[src/rtl/img_pkg.sv]
`default_nettype none
// ============================================================================
//  Module      : img_pkg
//  Description : Shared definitions for the image pipeline (image_processor,
//                image_pixel_packer). Holds the pixel width, the default frame
//                geometry, the pixel type and a small width helper.
//  Revision    : 1.0 - initial release
// ============================================================================
package img_pkg;

    localparam int PIXEL_W      = 8;
    localparam int IMG_W        = 256;
    localparam int IMG_H        = 256;
    localparam int FRAME_PIXELS = IMG_W * IMG_H;

    typedef logic [PIXEL_W-1:0] pixel_t;

    // Counter width for a range of 'value' states, never narrower than 1 bit
    function automatic int clog2_min1(input int value);
        return (value > 1) ? $clog2(value) : 1;
    endfunction

endpackage
`default_nettype wire

[src/rtl/packer_out_reg.sv]
`default_nettype none
// ============================================================================
//  Module      : packer_out_reg
//  Description : Single-entry output holding register for the pixel packer.
//                Holds data, keep and last. The upstream side may load a new
//                word whenever the register is empty or is being drained in
//                the same cycle (o_in_ready = !valid || i_out_ready).
//  Ports       : clk, rst (async, active-low)
//                i_load, i_load_data, i_load_keep, i_load_last : new word
//                i_out_ready                                   : downstream ready
//                o_out_valid, o_out_data, o_out_keep, o_out_last: held word
//                o_in_ready                                    : may load
//  Revision    : 1.0 - initial release
// ============================================================================
module packer_out_reg #(
    parameter int DATA_W = 32,
    parameter int KEEP_W = 4
) (
    input  logic              clk,
    input  logic              rst,
    input  logic              i_load,
    input  logic [DATA_W-1:0] i_load_data,
    input  logic [KEEP_W-1:0] i_load_keep,
    input  logic              i_load_last,
    input  logic              i_out_ready,
    output logic              o_out_valid,
    output logic [DATA_W-1:0] o_out_data,
    output logic [KEEP_W-1:0] o_out_keep,
    output logic              o_out_last,
    output logic              o_in_ready
);

    logic              r_valid;
    logic [DATA_W-1:0] r_data;
    logic [KEEP_W-1:0] r_keep;
    logic              r_last;

    // Combinational from i_out_ready only; never depends on upstream valid
    assign o_in_ready = !r_valid || i_out_ready;

    always_ff @(posedge clk or negedge rst) begin
        if (!rst) begin
            r_valid <= 1'b0;
            r_data  <= '0;
            r_keep  <= '0;
            r_last  <= 1'b0;
        end else if (i_load) begin
            // A load in a drain cycle replaces the word; valid stays high
            r_valid <= 1'b1;
            r_data  <= i_load_data;
            r_keep  <= i_load_keep;
            r_last  <= i_load_last;
        end else if (i_out_ready) begin
            // Payload is kept as-is; only valid drops
            r_valid <= 1'b0;
        end
    end

    assign o_out_valid = r_valid;
    assign o_out_data  = r_data;
    assign o_out_keep  = r_keep;
    assign o_out_last  = r_last;

endmodule
`default_nettype wire

[src/rtl/image_pixel_packer.sv]
`default_nettype none
// ============================================================================
//  Module      : image_pixel_packer
//  Description : Packs PIX_PER_WORD pixels into one output word. Closes a word
//                on a full lane set, on in_last, or when the frame pixel count
//                reaches FRAME_PIXELS (force-close). Partial words are padded
//                with zero lanes and flagged through out_keep. Counts completed
//                frames and keeps a sticky frame-length error.
//  Ports       : clk, rst (async, active-low)
//                in_valid/in_ready/in_pixel/in_last     : pixel stream in
//                out_valid/out_ready/out_data/out_keep/out_last : words out
//                frame_done (pulse), frame_count, err_len (sticky)
//                out_checksum : only with IMG_PACKER_CHECKSUM_EN defined
//  Options     : `define IMG_PACKER_CHECKSUM_EN adds a per-frame 16-bit pixel
//                sum latched onto out_checksum with the closing word.
//  Revision    : 1.0 - initial release
// ============================================================================
module image_pixel_packer
    import img_pkg::*;
#(
    parameter int PIXEL_W      = img_pkg::PIXEL_W,
    parameter int PIX_PER_WORD = 4,       // power of two, >= 2
    parameter int FRAME_PIXELS = img_pkg::FRAME_PIXELS
) (
    input  logic                            clk,
    input  logic                            rst,
    input  logic                            in_valid,
    output logic                            in_ready,
    input  logic [PIXEL_W-1:0]              in_pixel,
    input  logic                            in_last,
    output logic                            out_valid,
    input  logic                            out_ready,
    output logic [PIXEL_W*PIX_PER_WORD-1:0] out_data,
    output logic [PIX_PER_WORD-1:0]         out_keep,
    output logic                            out_last,
    output logic                            frame_done,
    output logic [15:0]                     frame_count,
`ifdef IMG_PACKER_CHECKSUM_EN
    output logic                            err_len,
    output logic [15:0]                     out_checksum
`else
    output logic                            err_len
`endif
);

    localparam int c_DATA_W = PIXEL_W * PIX_PER_WORD;
    localparam int c_LANE_W = clog2_min1(PIX_PER_WORD);
    localparam int c_CNT_W  = clog2_min1(FRAME_PIXELS);

    localparam logic [c_LANE_W-1:0] c_LANE_MAX = c_LANE_W'(PIX_PER_WORD - 1);
    localparam logic [c_CNT_W-1:0]  c_CNT_MAX  = c_CNT_W'(FRAME_PIXELS - 1);

    // ------------------------------------------------------------------
    // Pixel side state
    // ------------------------------------------------------------------
    logic [c_DATA_W-1:0] r_acc;
    logic [c_LANE_W-1:0] r_lane;
    logic [c_CNT_W-1:0]  r_pix_cnt;
    logic                r_err_len;

    logic                w_in_ready;
    logic                w_accept;
    logic                w_at_end;
    logic                w_close;
    logic                w_word_last;
    logic [31:0]         w_shift;
    logic [c_DATA_W-1:0] w_pix_ins;
    logic [c_DATA_W-1:0] w_lane_mask;
    logic [c_DATA_W-1:0] w_word_data;
    logic [PIX_PER_WORD-1:0] w_word_keep;

    assign w_accept    = in_valid && w_in_ready;
    assign w_at_end    = (r_pix_cnt == c_CNT_MAX);
    assign w_word_last = in_last || w_at_end;
    assign w_close     = w_accept && ((r_lane == c_LANE_MAX) || w_word_last);

    // Current pixel dropped into lane r_lane
    assign w_shift   = 32'(r_lane) * 32'(PIXEL_W);
    assign w_pix_ins = {{(c_DATA_W - PIXEL_W){1'b0}}, in_pixel} << w_shift;

    // Thermometer keep: lanes 0..r_lane set
    assign w_word_keep = {PIX_PER_WORD{1'b1}} >> (c_LANE_MAX - r_lane);

    for (genvar gi = 0; gi < PIX_PER_WORD; gi++) begin : g_lane_mask
        assign w_lane_mask[gi*PIXEL_W +: PIXEL_W] = {PIXEL_W{w_word_keep[gi]}};
    end

    // Lanes above r_lane are forced to zero so a partial word is padded
    assign w_word_data = (r_acc | w_pix_ins) & w_lane_mask;

    always_ff @(posedge clk or negedge rst) begin
        if (!rst) begin
            r_acc     <= '0;
            r_lane    <= '0;
            r_pix_cnt <= '0;
            r_err_len <= 1'b0;
        end else if (w_accept) begin
            if (w_close) begin
                r_acc  <= '0;
                r_lane <= '0;
            end else begin
                r_acc  <= w_word_data;
                r_lane <= r_lane + 1'b1;
            end
            if (w_word_last) begin
                r_pix_cnt <= '0;
            end else begin
                r_pix_cnt <= r_pix_cnt + 1'b1;
            end
            // in_last must coincide exactly with the final frame pixel:
            // early in_last is a short frame, missing in_last a long frame
            if (in_last != w_at_end) begin
                r_err_len <= 1'b1;
            end
        end
    end

    // ------------------------------------------------------------------
    // Output holding register
    // ------------------------------------------------------------------
    logic                w_out_valid;
    logic                w_out_last;
    logic                w_out_xfer;
    logic                r_frame_done;
    logic [15:0]         r_frame_count;

    packer_out_reg #(
        .DATA_W (c_DATA_W),
        .KEEP_W (PIX_PER_WORD)
    ) u_out_reg (
        .clk         (clk),
        .rst         (rst),
        .i_load      (w_close),
        .i_load_data (w_word_data),
        .i_load_keep (w_word_keep),
        .i_load_last (w_word_last),
        .i_out_ready (out_ready),
        .o_out_valid (w_out_valid),
        .o_out_data  (out_data),
        .o_out_keep  (out_keep),
        .o_out_last  (w_out_last),
        .o_in_ready  (w_in_ready)
    );

    assign w_out_xfer = w_out_valid && out_ready && w_out_last;

    always_ff @(posedge clk or negedge rst) begin
        if (!rst) begin
            r_frame_done  <= 1'b0;
            r_frame_count <= '0;
        end else begin
            r_frame_done <= w_out_xfer;
            if (w_out_xfer) begin
                r_frame_count <= r_frame_count + 16'd1;
            end
        end
    end

`ifdef IMG_PACKER_CHECKSUM_EN
    // ------------------------------------------------------------------
    // Per-frame running pixel sum, restarted after each closing word
    // ------------------------------------------------------------------
    logic [15:0] r_sum;
    logic [15:0] r_checksum;
    logic [15:0] w_sum_next;

    assign w_sum_next = r_sum + 16'(in_pixel);

    always_ff @(posedge clk or negedge rst) begin
        if (!rst) begin
            r_sum      <= '0;
            r_checksum <= '0;
        end else if (w_accept) begin
            if (w_word_last) begin
                r_sum      <= '0;
                r_checksum <= w_sum_next;
            end else begin
                r_sum      <= w_sum_next;
            end
        end
    end

    assign out_checksum = r_checksum;
`endif

    assign in_ready    = w_in_ready;
    assign out_valid   = w_out_valid;
    assign out_last    = w_out_last;
    assign frame_done  = r_frame_done;
    assign frame_count = r_frame_count;
    assign err_len     = r_err_len;

endmodule
`default_nettype wire
[config.mk]
export PLATFORM = sky130hd
export DESIGN_NAME = image_pixel_packer
export DESIGN_NICKNAME = d
export VERILOG_FILES = /design/src/rtl/img_pkg.sv /design/src/rtl/packer_out_reg.sv /design/src/rtl/image_pixel_packer.sv
export SDC_FILE = /design/constraint.sdc
export NUM_CORES = 1
export LEC_CHECK = 0
export ABC_CLOCK_PERIOD_IN_PS = 2600
export CAP_MARGIN = 15
export CORE_ASPECT_RATIO = 0.6
export CORE_MARGIN = 3
export CORE_UTILIZATION = 46
export CTS_CLUSTER_SIZE = 8
export DETAILED_ROUTE_END_ITERATION = 8
export GPL_TIMING_DRIVEN = 0
export MAX_ROUTING_LAYER = met4
export PLACE_DENSITY = 0.82
export SLEW_MARGIN = 20
export SYNTH_ARGS = -nofsm -noshare
export SYNTH_HDL_FRONTEND = slang
export SYNTH_HIERARCHICAL = 1
export SYNTH_SLANG_ARGS = --single-unit
[constraint.sdc]
create_clock -name clk -period 2.6 [get_ports clk]
set_clock_uncertainty 0.15 [all_clocks]
set_input_delay 0.52 -clock clk [delete_from_list [all_inputs] [get_ports clk]]
set_output_delay 0.52 -clock clk [all_outputs]
set_load 0.02 [all_outputs]
# [After elaboration in Yosys (flattened, before gate mapping)]
# Index checks and enable logic that the tools add are counted.
[classes] shift=2 n_div=0 reduce_logical=10 n_eq_ne=3 mux=5 n_addsub=4 bitwise_logic=2 order_cmp=0 multipliers=0
[ops] op="adder 16 x 1 -> 16 bit, second input constant" count=2
[ops] op="AND 32 bit" count=1
[ops] op="2-to-1 mux 32 bit" count=1
[ops] op="bitwise OR 32 bit" count=1
[ops] op="<< shifter 8 x 5 -> 32 bit" count=1
[ops] op="== test 16 bit, second input constant" count=1
[ops] op="2-to-1 mux 16 bit" count=1
[ops] op="logical AND 1 bit" count=4
[ops] op="right shift 4 x 2 -> 4 bit, first input constant" count=1
[ops] op="logical OR 1 bit" count=3
[ops] op="adder 2 x 1 -> 2 bit, second input constant" count=1
[ops] op="== test 2 bit, second input constant" count=1
[ops] op="2-to-1 mux 1 bit" count=2
[ops] op="2-to-1 mux 2 bit" count=1
[ops] op="AND reduction 2 bit" count=1
[ops] op="nonzero test 2 bit" count=1
[ops] op="subtractor 2 bit, first input constant" count=1
[ops] op="zero test 1 bit" count=1
[ops] op="inequality test 1 bit" count=1
[word_totals] reg_bits=106 output_inout_bits=57 mem_count=0 input_bits=13 elab_cells=36 latch_bits=0 mem_bits_rw=0 rom_bits=0

# [Depth between registers and ports, before layout]
[logic_depth] ltp_word=5 mapped_depth=10

# [Hierarchy]
# The synthesis kept the hierarchy.
[modules_own_cells] mod="image_pixel_packer" n_inst=1 area_per_inst_um2=3196.8 cells_each=327 seq_area_each_um2=1701.6
[modules_own_cells] mod="packer_out_reg" n_inst=1 area_per_inst_um2=1490.2 cells_each=81 seq_area_each_um2=950.9

# [Worst setup path after synthesis]
# OpenSTA, ideal clock, no wires.
[synth_path] path_kind="flip-flop to flip-flop" startpoint="register r_pix_cnt[4]" endpoint="register u_out_reg.r_data[10] (netlist: u_out_reg/o_out_data[10])" setup_time_ns=0.125 t_required_ns=2.325 n_path_buf=3 path_slack_ns=-0.131 path_stages_with_launch=10 synth_period_minus_slack_ns=2.731 arrival_ns=2.456 cell_sequence="dfrtp_1 -> nand4_4 -> nor3_2 -> nand4_1 -> ha_1 -> clkbuf_1 -> a21oi_1 -> buf_6 -> buf_6 -> mux2_4"
[synth_via] elab_chain_cells=4
[synth_lines] item="start: declaration" line_no="image_pixel_packer.sv:58" source="logic [c_CNT_W-1:0] r_pix_cnt;"
[synth_lines] item="start signal: assignment" line_no="image_pixel_packer.sv:108" source="r_pix_cnt <= r_pix_cnt + 1'b1;"
[synth_lines] item="== test 16 bit" line_no="image_pixel_packer.sv:73" source="assign w_at_end = (r_pix_cnt == c_CNT_MAX);"
[synth_lines] item="logical OR 1 bit" line_no="image_pixel_packer.sv:74" source="assign w_word_last = in_last || w_at_end;"
[synth_lines] item="logical OR 1 bit" line_no="image_pixel_packer.sv:75" source="assign w_close = w_accept && ((r_lane == c_LANE_MAX) || w_word_last);"
[synth_lines] item="logical AND 1 bit" line_no="image_pixel_packer.sv:75"
[synth_lines] item="via w_close" line_no="image_pixel_packer.sv:64" source="logic w_close;"
[synth_lines] item="end signal: assignment" line_no="packer_out_reg.sv:50" source="r_data <= i_load_data;"
[synth_lines] item="end: declaration" line_no="packer_out_reg.sv:34" source="logic [DATA_W-1:0] r_data;"
# The timed path passes the listed nets, and every way through them passes these cells.
# A chain may end at the register's enable or synchronous reset.

# [Worst setup path after layout]
[layout_path] startpoint="input out_ready" endpoint="output in_ready"
[layout_via] elab_chain_cells=1
[layout_lines] item="start: declaration" line_no="image_pixel_packer.sv:32" source="input logic out_ready,"
[layout_lines] item="logical OR 1 bit" line_no="packer_out_reg.sv:39" source="assign o_in_ready = !r_valid || i_out_ready;"
[layout_lines] item="end: declaration" line_no="image_pixel_packer.sv:28" source="output logic in_ready,"
# Every way passes these cells.

==> qor.yml <==
outcome:
  status: "finished, violations left"
  violations: "negative hold slack"
pwr:
  power_per_cell_area_mw_per_mm2: 766
  ir_worst_vdd_mv: 0.453
  power_switching_uw: 1380
  p_leak_uw: 0.00274
  p_sw_frac: 0.306
  clkPwrFrac: 0.285
  power_uw: 4530
  intPower_uw: 3150
  p_seq_frac: 0.452
  comb_power_share: 0.263
setup_path:
  crit_type: "in2out"
  cp_max_fo: 5
  slowest_stage: "clkdlybuf4s50_1"
  cp_common_cell: "clkdlybuf4s50_1"
  required_ns: 1.93
  critPathMaxStageDelay_ns: 0.65
  worst-r2r-cell-count: 8
  crit_chain: "clkdlybuf4s50_1, nand2b_1, clkdlybuf4s50_1"
  cp-end-kind: "output port"
  critical_path_arrival_ns: 1.87
  critPathLaunchType: "input pin"
cells_and_area:
  antenna_cells: 0
  fin_area_mm2: 0.00591
  layout_common_cells: "106 x dfrtp_1, 68 x clkdlybuf4s50_1, 40 x nor2_1, 26 x a21oi_1, 23 x o21ai_0"
  final_nets: 510
  final_common_cell: "dfrtp_1"
  drive_gt1_frac: 0.153
  finish.utilization: 0.621
  area_delta_synth_final_pct: 26.1
place:
  io_buffers: 69
  place_area_mm2: 0.00557
  place_congestion: 0.829
  dp_hpwl_mm: 7.74
logic_synthesis:
  syn_nets: 426
  synth_top_cell_area_share: 0.566
  ys_types: 38
  yosys.area.top_type: "dfrtp_1"
  synth-seq-cells: 106
  yosysSeqAreaShare: 0.566
  synthTopCellsByArea: "dfrtp_1 57%, mux2_4 6.1%, mux2_2 4.6%, xnor2_1 3.6%, nor2_1 3.2%"
  synth_area_mm2: 0.00469
  yosysWarnings: 6
  synth_cells: 408
  synth.avg_cell_area_um2: 11.5
sta:
  setup_viol: 0
  max_slew_margin: 0.609
  maxSlewViolCount: 0
  fmax_ghz: 0.393
  period_minus_slack_ns: 2.54
  period_share: 0.978
  holdWs_ns: -0.0151
  rsz0062_at_grt: "false"
  finalHoldViolations: 20
  worstMarginPinSlew_ns: 0.584
detailed_routing:
  first_pass_iters: 5
  ant_nets: 0
  wl_per_cell_um: 17.5
  wirelength_mm: 11.0
  viasPerCell: 5.52
  drcViolationCount: 0
  vias: 3462
  drt-initial-drc-count: 319
clock_network:
  cts.clk_slew.worst_paths_ns: 0.07
  cts_sinks: 106
  cts_hold_buf: 0
  cts_tree: "built"
  cts_max_level: 3
  insertion_delay_ns: 0.35
  cts_buffers: 9
  clockRootBuffer: "clkbuf_16"
  cts_buffer_depth: 2
run:
  cap_violations: 0
die:
  die_w_um: 136
  initial_utilization: 0.492
  dieArea_mm2: 0.0115
  die_h_um: 84.2
  core_mm2: 0.00953
  io_pins: 70
  num_rows: 27
hold_path:
  hold_class: "in2async"
grt:
  grt_usage: 0.206
  antenna_found_initial: 0
  grt_pass1_wl_mm: 17.8
  grt_pass1_vias: 3408
  grt.overflow.total: 0
  grt_max_degree: 58
## final cells by class
type / count / area [µm²]
clock buffers: 13 / 260
multi-input cells: 268 / 1910
well taps: 130 / 163
inverters: 18 / 67.6
plain buffers: 15 / 87.6
clock inverters: 3 / 23.8
fillers: 718 / 3610
repair buffers: 74 / 749
flip-flops and latches: 106 / 2650
## synthesized netlist by cell type, drive strengths merged
library cell,number
a21o,10
clkbuf,9
mux2,38
nor2b,8
a31oi,1
xnor2,19
o31ai,1
and3,7
xor2,5
nand2,23
nand2b,2
o22ai,1
o21ai,24
or4,2
nand4,7
conb,1
dfrtp,106
a41o,1
a21oi,27
a22o,9
nand3,13
and4,4
nor4,4
ha,5
nor3,4
buf,7
inv,18
nor2,41
and2,11
## what timing repair did
| action | 4_1_cts | 5_1_grt |
|---|---|---|
| setup endpoints to repair | 49 | 36 |
| buffers inserted | 2 | 2 |
| pin swaps | 2 | 2 |
| gates resized for setup | 3 | 5 |
## through the flow
stage,instances,hold WS (ns),setup TNS (ns),setup slack (ns)
2_1_floorplan,408,0.0744,0,0.0251
3_3_place_gp,607,0.292,-334.59,-3.01
3_5_place_dp,608,0.298,-19.04,-0.562
4_1_cts,625,0.00167,0,0.0285
5_1_grt,627,0.0149,0,0.00806
6_report,627,-0.0151,0,0.0563
## logic make-up after synthesis
kind of cell / after synthesis / share of synthesized area
buf+inv: 34 / 0.0328
compound gates: 74 / 0.0945
mux: 38 / 0.107
fa+ha+maj: 5 / 0.0133
simple gates: 126 / 0.141
xor+xnor: 24 / 0.0448
flops: 106 / 0.566
other cells: 1 / 0.000800
## critical path: cells and delay by family
kind | cells | cell delay [ns]
and+or+nand+nor | 1 | 0.24
buffers and inverters | 2 | 1.11
## per-layer routing
metal | up-vias | track usage | wire [µm]
met4 | 0 | 0.0595 | 176
met3 | 19 | 0.0509 | 819
met2 | 153 | 0.300 | 4990
met5 | - | - | 0
li1 | 1570 | - | -
met1 | 1720 | 0.288 | 4990
## path summary, 6_finish.rpt
check | start | to | slack (ns)
max reg2reg | r_pix_cnt[5] | u_out_reg/o_out_data[26] | 0.09
max in group asynchronous | rst | u_out_reg/o_out_data[29] | 1.68
min reg2reg | err_len | err_len | 0.31
min | rst | u_out_reg/o_out_data[20] | -0.02
max | out_ready | in_ready | 0.06
min in group clk | err_len | err_len | 0.31
## power by group through the flow
stage | Sequential [µW] | Clock [µW] | Combinational (µW)
after detailed placement | 2070 | 0 | 1180
after floorplan | 2240 | 0 | 464
final | 2050 | 1290 | 1190
after global routing | 2080 | 1390 | 1280
after CTS | 2050 | 1320 | 1200
after global placement | 2060 | 0 | 1140
## sequential cells by signal, indices dropped and copies added (netlist names)
signal and cells:
r_acc 32, u_out_reg/o_out_data 32, frame_count 16, r_pix_cnt 16, u_out_reg/o_out_keep 4, r_lane 2, err_len 1, frame_done 1
u_out_reg/o_out_last 1, u_out_reg/o_out_valid 1
(Power assumes the default switching activity.)
